`src/rtl/reg_vec_sum_ctrl.sv`:
```
// Load/sum sequencer: captures N words into a register vector, then accumulates them
// through one shared adder (one element per cycle) and offers the total on a valid/ready port.
module reg_vec_sum_ctrl #(
  parameter int unsigned N = 6,
  parameter int unsigned W = 32
) (
  input  logic         clk,
  input  logic         reset,
  input  logic         io_start,
  output logic         io_busy,
  input  logic         io_in_valid,
  output logic         io_in_ready,
  input  logic [W-1:0] io_in_bits,
  output logic         io_out_valid,
  input  logic         io_out_ready,
  output logic [W-1:0] io_out_bits
);

  localparam int unsigned IdxW = (N > 1) ? $clog2(N) : 1;
  localparam logic [IdxW-1:0] IdxLast = IdxW'(N - 1);

  typedef enum logic [1:0] {StIdle, StLoad, StSum, StDone} state_e;

  state_e          state_q, state_d;
  logic [IdxW-1:0] idx_q, idx_d;
  logic [W-1:0]    acc_q, acc_d;
  logic [W-1:0]    vec_q [N];
  logic            vec_we;
  logic            accept;

  // Moore outputs decoded from the registered state only
  always_comb begin
    io_busy      = (state_q != StIdle);
    io_in_ready  = (state_q == StLoad);
    io_out_valid = (state_q == StDone);
    io_out_bits  = (state_q == StDone) ? acc_q : '0;
  end

  assign accept = io_in_valid & io_in_ready;

  always_comb begin
    state_d = state_q;
    idx_d   = idx_q;
    acc_d   = acc_q;
    vec_we  = 1'b0;
    unique case (state_q)
      StIdle: begin
        if (io_start) begin
          state_d = StLoad;
          idx_d   = '0;
          acc_d   = '0;
        end
      end
      StLoad: begin
        if (accept) begin
          vec_we = 1'b1;
          if (idx_q == IdxLast) begin
            state_d = StSum;
            idx_d   = '0;
          end else begin
            idx_d = idx_q + IdxW'(1);
          end
        end
      end
      StSum: begin
        acc_d = acc_q + vec_q[idx_q];
        if (idx_q == IdxLast) begin
          state_d = StDone;
          idx_d   = '0;
        end else begin
          idx_d = idx_q + IdxW'(1);
        end
      end
      StDone: begin
        // io_start is deliberately not looked at here; a new job must begin from idle
        if (io_out_ready) begin
          state_d = StIdle;
        end
      end
      default: state_d = StIdle;
    endcase
  end

  always_ff @(posedge clk) begin
    if (reset) begin
      state_q <= StIdle;
      idx_q   <= '0;
      acc_q   <= '0;
      for (int i = 0; i < int'(N); i++) begin
        vec_q[i] <= '0;
      end
    end else begin
      state_q <= state_d;
      idx_q   <= idx_d;
      acc_q   <= acc_d;
      if (vec_we) begin
        vec_q[idx_q] <= io_in_bits;
      end
    end
  end

endmodule

```
`config.mk`:
```
export PLATFORM = sky130hd
export DESIGN_NAME = reg_vec_sum_ctrl
export DESIGN_NICKNAME = d
export VERILOG_FILES = /design/src/rtl/reg_vec_sum_ctrl.sv
export SDC_FILE = /design/constraint.sdc
export NUM_CORES = 1
export LEC_CHECK = 0
export ABC_AREA = 1
export ABC_CLOCK_PERIOD_IN_PS = 4400
export CAP_MARGIN = 20
export CORE_MARGIN = 2
export CORE_UTILIZATION = 39
export DETAILED_ROUTE_END_ITERATION = 8
export GPL_TIMING_DRIVEN = 0
export PLACE_DENSITY = 0.64
export SETUP_SLACK_MARGIN = 0.1
export SKIP_LAST_GASP = 1
export SLEW_MARGIN = 10
export SYNTH_ARGS = -nofsm -noshare
export SYNTH_HDL_FRONTEND = slang
export SYNTH_SLANG_ARGS = --single-unit
```
`constraint.sdc`:
```
create_clock -name clk -period 4.4 [get_ports clk]
set_clock_uncertainty 0.05 [all_clocks]
set_input_delay 0.88 -clock clk [delete_from_list [all_inputs] [get_ports clk]]
set_output_delay 0.88 -clock clk [all_outputs]
set_load 0.02 [all_outputs]
```
==> report_table.html <==
<table>
<tr><th>Metric</th><th>Value</th></tr>
<tr><th colspan="2">Status</th></tr>
<tr><td>Outcome</td><td>finished, final reports clean</td></tr>
<tr><th colspan="2">CTS</th></tr>
<tr><td>Quantity of gates resized following cts</td><td>0</td></tr>
<tr><td>Number of levels in the clock H-tree</td><td>2</td></tr>
<tr><td># Post-CTS Setup Buffers</td><td>0</td></tr>
<tr><td>Buffers from clock root to sink, at most</td><td>3</td></tr>
<tr><td>Insertion delay to the later sink of the worst-skew pair</td><td>530 ps</td></tr>
<tr><td>Sink Count</td><td>about 300</td></tr>
<tr><td>CTS tree</td><td>built</td></tr>
<tr><td>Clock slew seen by the registers of the worst setup and hold paths</td><td>60 ps</td></tr>
<tr><td>Clk Tree Root Cell</td><td>sky130_fd_sc_hd__clkbuf_16</td></tr>
<tr><td>Total of hold buffers inserted after clock tree synthesis</td><td>0</td></tr>
<tr><td>CTS buffer count</td><td>34</td></tr>
<tr><th colspan="2">Detailed routing</th></tr>
<tr><td>Drt via density</td><td>5.08</td></tr>
<tr><td>Iteration count of the initial detailed-routing pass</td><td>5</td></tr>
<tr><td>Average wire length per cell after detail routing</td><td>~17 um</td></tr>
<tr><td>DRC</td><td>0</td></tr>
<tr><td>Met3 WL</td><td>between 2000 and 3000 um</td></tr>
<tr><td>DR WL met2</td><td>slightly below 20000 um</td></tr>
<tr><td>Drt first-iter violations</td><td>roughly 990</td></tr>
<tr><td>Routed metal-1 wire length</td><td>18100 um</td></tr>
<tr><td>Number of nets still failing antenna checks after routing</td><td>0</td></tr>
<tr><td>Number of vias after detailed routing</td><td>12.2k</td></tr>
<tr><td>Highest metal layer used by the detailed router</td><td>met4</td></tr>
<tr><td>Post-Route WL</td><td>41700 um</td></tr>
<tr><th colspan="2">Timing</th></tr>
<tr><td>Fraction of the cycle the final worst path needs</td><td>between 80% and 90%</td></tr>
<tr><td>Transition time at the pin with the least slew margin</td><td>roughly 750 ps</td></tr>
<tr><td>Shortest clock period the worst path allows after layout</td><td>3850 ps</td></tr>
<tr><td>Max Freq</td><td>260 MHz</td></tr>
<tr><td>Total Negative Setup Slacks</td><td>0 ps</td></tr>
<tr><td>Final-report max-slew violation count</td><td>0</td></tr>
<tr><td>Max transition margin</td><td>49.8%</td></tr>
<tr><td>Final Hold Violating Endpoints</td><td>0</td></tr>
<tr><td>Final setup vio count</td><td>0</td></tr>
<tr><td>Unrepaired setup endpoints after global routing</td><td>no</td></tr>
<tr><th colspan="2">Setup path</th></tr>
<tr><td>Critical Path Fanout Max</td><td>10</td></tr>
<tr><td>Data required time at the worst endpoint</td><td>between 4000 and 5000 ps</td></tr>
<tr><td>CP cell instances</td><td>buf_2 -&gt; clkbuf_1 -&gt; o21ai_0 -&gt; o22ai_1 -&gt; nor2_1 -&gt; a31oi_1 -&gt; ha_1 -&gt; inv_1 -&gt; fa_1 -&gt; inv_1 -&gt; nand3_1 -&gt; nand3_1 -&gt; nand3_1 -&gt; nand3_1 -&gt; nand2_1 -&gt; nand2_1 -&gt; nand2_1 -&gt; nand3_1 -&gt; a21oi_1</td></tr>
<tr><td>Worst path arrival time</td><td>4180 ps</td></tr>
<tr><td>Category of the worst setup path launch point</td><td>flop</td></tr>
<tr><td>Cell type with the highest occurrence count on the critical path</td><td>sky130_fd_sc_hd__nand3_1</td></tr>
<tr><td>Endpoint type of the worst setup path</td><td>flop</td></tr>
<tr><td>Highest cell delay on the worst timing path</td><td>~440 ps</td></tr>
<tr><td>Critical-path cell with the highest stage delay</td><td>sky130_fd_sc_hd__clkbuf_1</td></tr>
<tr><td>Setup slack, reg-to-reg</td><td>550 ps</td></tr>
<tr><td>Class of the most critical setup path</td><td>reg -&gt; reg</td></tr>
<tr><th colspan="2">Placed design</th></tr>
<tr><td>Number of port buffers</td><td>71</td></tr>
<tr><td>Final weighted congestion in routability-driven placement</td><td>0.926</td></tr>
<tr><td>DP Area</td><td>0.0166 mm^2</td></tr>
<tr><td>HPWL after detailed placement</td><td>29100 um</td></tr>
<tr><th colspan="2">Global route</th></tr>
<tr><td>Via count of the first global-routing pass</td><td>about 12k</td></tr>
<tr><td>Global-route wire length before repair</td><td>64400 um</td></tr>
<tr><td>Antenna violations before repair</td><td>1</td></tr>
<tr><td>Congestion Overflow GR</td><td>0</td></tr>
<tr><td>Pin count of the biggest net entering global routing</td><td>24</td></tr>
<tr><td>Overall global routing resource usage</td><td>between 20% and 30%</td></tr>
<tr><th colspan="2">Hold path</th></tr>
<tr><td>Startpoint of the worst hold path</td><td>acc_q[0]</td></tr>
<tr><td>Worst min-delay path category</td><td>reg -&gt; reg</td></tr>
<tr><th colspan="2">Power</th></tr>
<tr><td>Comb pwr share</td><td>roughly a third</td></tr>
<tr><td>Net switching share of the total power</td><td>35.1%</td></tr>
<tr><td>Sequential share of power</td><td>35.5%</td></tr>
<tr><td>Power Total</td><td>approximately 9500 uW</td></tr>
<tr><td>Clock Power Share</td><td>32.7%</td></tr>
<tr><td>Design internal power</td><td>6200 uW</td></tr>
<tr><td>Leakage power</td><td>0.00750 uW</td></tr>
<tr><td>Peak supply drop</td><td>0.000240 V</td></tr>
<tr><td>Net switching power figure</td><td>about 3300 uW</td></tr>
<tr><td>PD cells</td><td>roughly 530 mW/mm^2</td></tr>
<tr><th colspan="2">Finish</th></tr>
<tr><td>Fill cell instance count of the final layout</td><td>3562</td></tr>
<tr><td>Post-layout net count</td><td>1927</td></tr>
<tr><td>Design area</td><td>0.0179 mm^2</td></tr>
<tr><td>Area added between synthesis and finish</td><td>18.8%</td></tr>
<tr><td>Layout cells sized above 1</td><td>7.50%</td></tr>
<tr><td>Final cell utilization of the core</td><td>47.2%</td></tr>
<tr><th colspan="2">Logic synthesis</th></tr>
<tr><td>Number of library cell types mapped by synthesis</td><td>35</td></tr>
<tr><td>Sequential cell area fraction in the yosys report</td><td>56.5%</td></tr>
<tr><td>Synthesized Nets</td><td>1812</td></tr>
<tr><td>Fraction of registers with async set or reset after synthesis</td><td>0%</td></tr>
<tr><td>Most repeated cell in the gate-level netlist after synthesis</td><td>sky130_fd_sc_hd__nor2_1</td></tr>
<tr><td>Post-synth EDFFs</td><td>256</td></tr>
<tr><td>Post-synth top flop</td><td>sky130_fd_sc_hd__edfxtp_1</td></tr>
<tr><td>Syn avg cell area</td><td>around 8.6 um^2</td></tr>
<tr><td>Synth Register Bits</td><td>296</td></tr>
<tr><td>Share of the synthesized area in the top cell type</td><td>51.1%</td></tr>
<tr><td>Commonest cells in the synthesized netlist</td><td>421 x sky130_fd_sc_hd__nor2_1, 336 x sky130_fd_sc_hd__nand2_1, 256 x sky130_fd_sc_hd__edfxtp_1</td></tr>
<tr><td>Number of cells produced by synthesis</td><td>1739</td></tr>
<tr><td>Yosys warning count</td><td>0</td></tr>
<tr><td>Post-synthesis instance area</td><td>0.0150 mm^2</td></tr>
<tr><td>Most area-consuming cells after synthesis</td><td>sky130_fd_sc_hd__edfxtp_1 51%, sky130_fd_sc_hd__nor2_1 11%, sky130_fd_sc_hd__nand2_1 8.4%</td></tr>
<tr><td>Leading area contributor after synthesis</td><td>sky130_fd_sc_hd__edfxtp_1</td></tr>
<tr><th colspan="2">Floorplanning</th></tr>
<tr><td>Ports</td><td>a little over 70</td></tr>
<tr><td>Core region area</td><td>0.0378 mm^2</td></tr>
<tr><td>Die H</td><td>200 um</td></tr>
<tr><td>Width of the chip</td><td>around 200 um</td></tr>
<tr><td>Initial core utilization</td><td>39.7%</td></tr>
<tr><td>Full die area</td><td>0.0401 mm^2</td></tr>
<tr><td>Standard-cell row count</td><td>71</td></tr>
<tr><th colspan="2">Run</th></tr>
<tr><td>Max-Cap Viols</td><td>0</td></tr>
</table>
==> critical path: cells and delay by family (launching register included) <==
kind	cells	cell delay [ps]
buffers and inverters	4	990
and+or+nand+nor	9	950
AOI/OAI and AO/OA	4	740
adders and majority gates	2	640
DFF	1	340
==> flip-flops by register name, summed over array words and instances (netlist names), named ones only <==
signal and flops:
vec_q 256, acc_q 32, idx_q 3, state_q 2
==> layout make-up <==
cell class	count	area, um^2	area share, %
Multi-Input combinational cell	1165	5370	30.1
Timing Repair Buffer	79	901	5.04
Clock buffer	43	968	5.42
Clock inverter	18	279	1.56
Inverter	200	751	4.20
Buffer	78	459	2.57
Sequential cell	296	8490	47.5
Tap cell	511	639	3.58
Antenna cell	1	2.50	0.0140
==> logic make-up after synthesis <==
| group | Yosys count | synth area share, % |
|---|---|---|
| AO/OA/AOI/OAI | 279 | 9.99 |
| adder cells (fa/ha/maj) | 36 | 3.05 |
| buffers and inverters | 278 | 8.05 |
| flip-flops | 296 | 56.5 |
| AND/OR/NAND/NOR | 850 | 22.5 |
==> through the flow <==
stage / setup WS (ps) / std cells / hold WS, ps
after detailed placement: 657 / 2329 / 430
after floorplan: 287 / 1739 / 408
final: 548 / 2391 / 440
after CTS: 654 / 2390 / 440
after global placement: -2500 / 2321 / 426
after global routing: 400 / 2390 / 457
==> path summary, 6_finish.rpt <==
check | depth (start not counted) | endpoint
setup / recovery | 19 | acc_q[28]
hold / removal | 2 | acc_q[0]
setup reg to reg | 19 | acc_q[28]
hold reg to reg | 2 | acc_q[0]
==> metal layers <==
layer | GRT usage [%] | vias up
met1 | 27.9 | 5683
met2 | 33.5 | 441
li1 | - | 5955
met4 | 7.83 | 0
met5 | 0 | -
met3 | 3.24 | 77
==> power by group through the flow <==
stage | registers [uW] | clock network, uW | logic, uW
CTS | 3390 | 3150 | 3010
global route | 3410 | 3260 | 3360
finish | 3390 | 3120 | 3040
detailed placement | 3440 | 0 | 2990
global placement | 3450 | 0 | 2910
floorplan | 3410 | 0 | 2010
==> cells in the final DEF, fill, tap and decap left out, types with 35 or more instances in the layout <==
master,instances
sky130_fd_sc_hd__clkbuf_16,37
sky130_fd_sc_hd__dfxtp_1,40
sky130_fd_sc_hd__edfxtp_1,256
sky130_fd_sc_hd__o21ai_0,136
sky130_fd_sc_hd__nor2_1,419
sky130_fd_sc_hd__a21oi_1,65
sky130_fd_sc_hd__ha_1,35
sky130_fd_sc_hd__clkdlybuf4s50_1,71
sky130_fd_sc_hd__nand3_1,55
sky130_fd_sc_hd__o22ai_1,35
sky130_fd_sc_hd__nand2_1,332
sky130_fd_sc_hd__inv_1,193
Power figures use the tool's default switching activity.
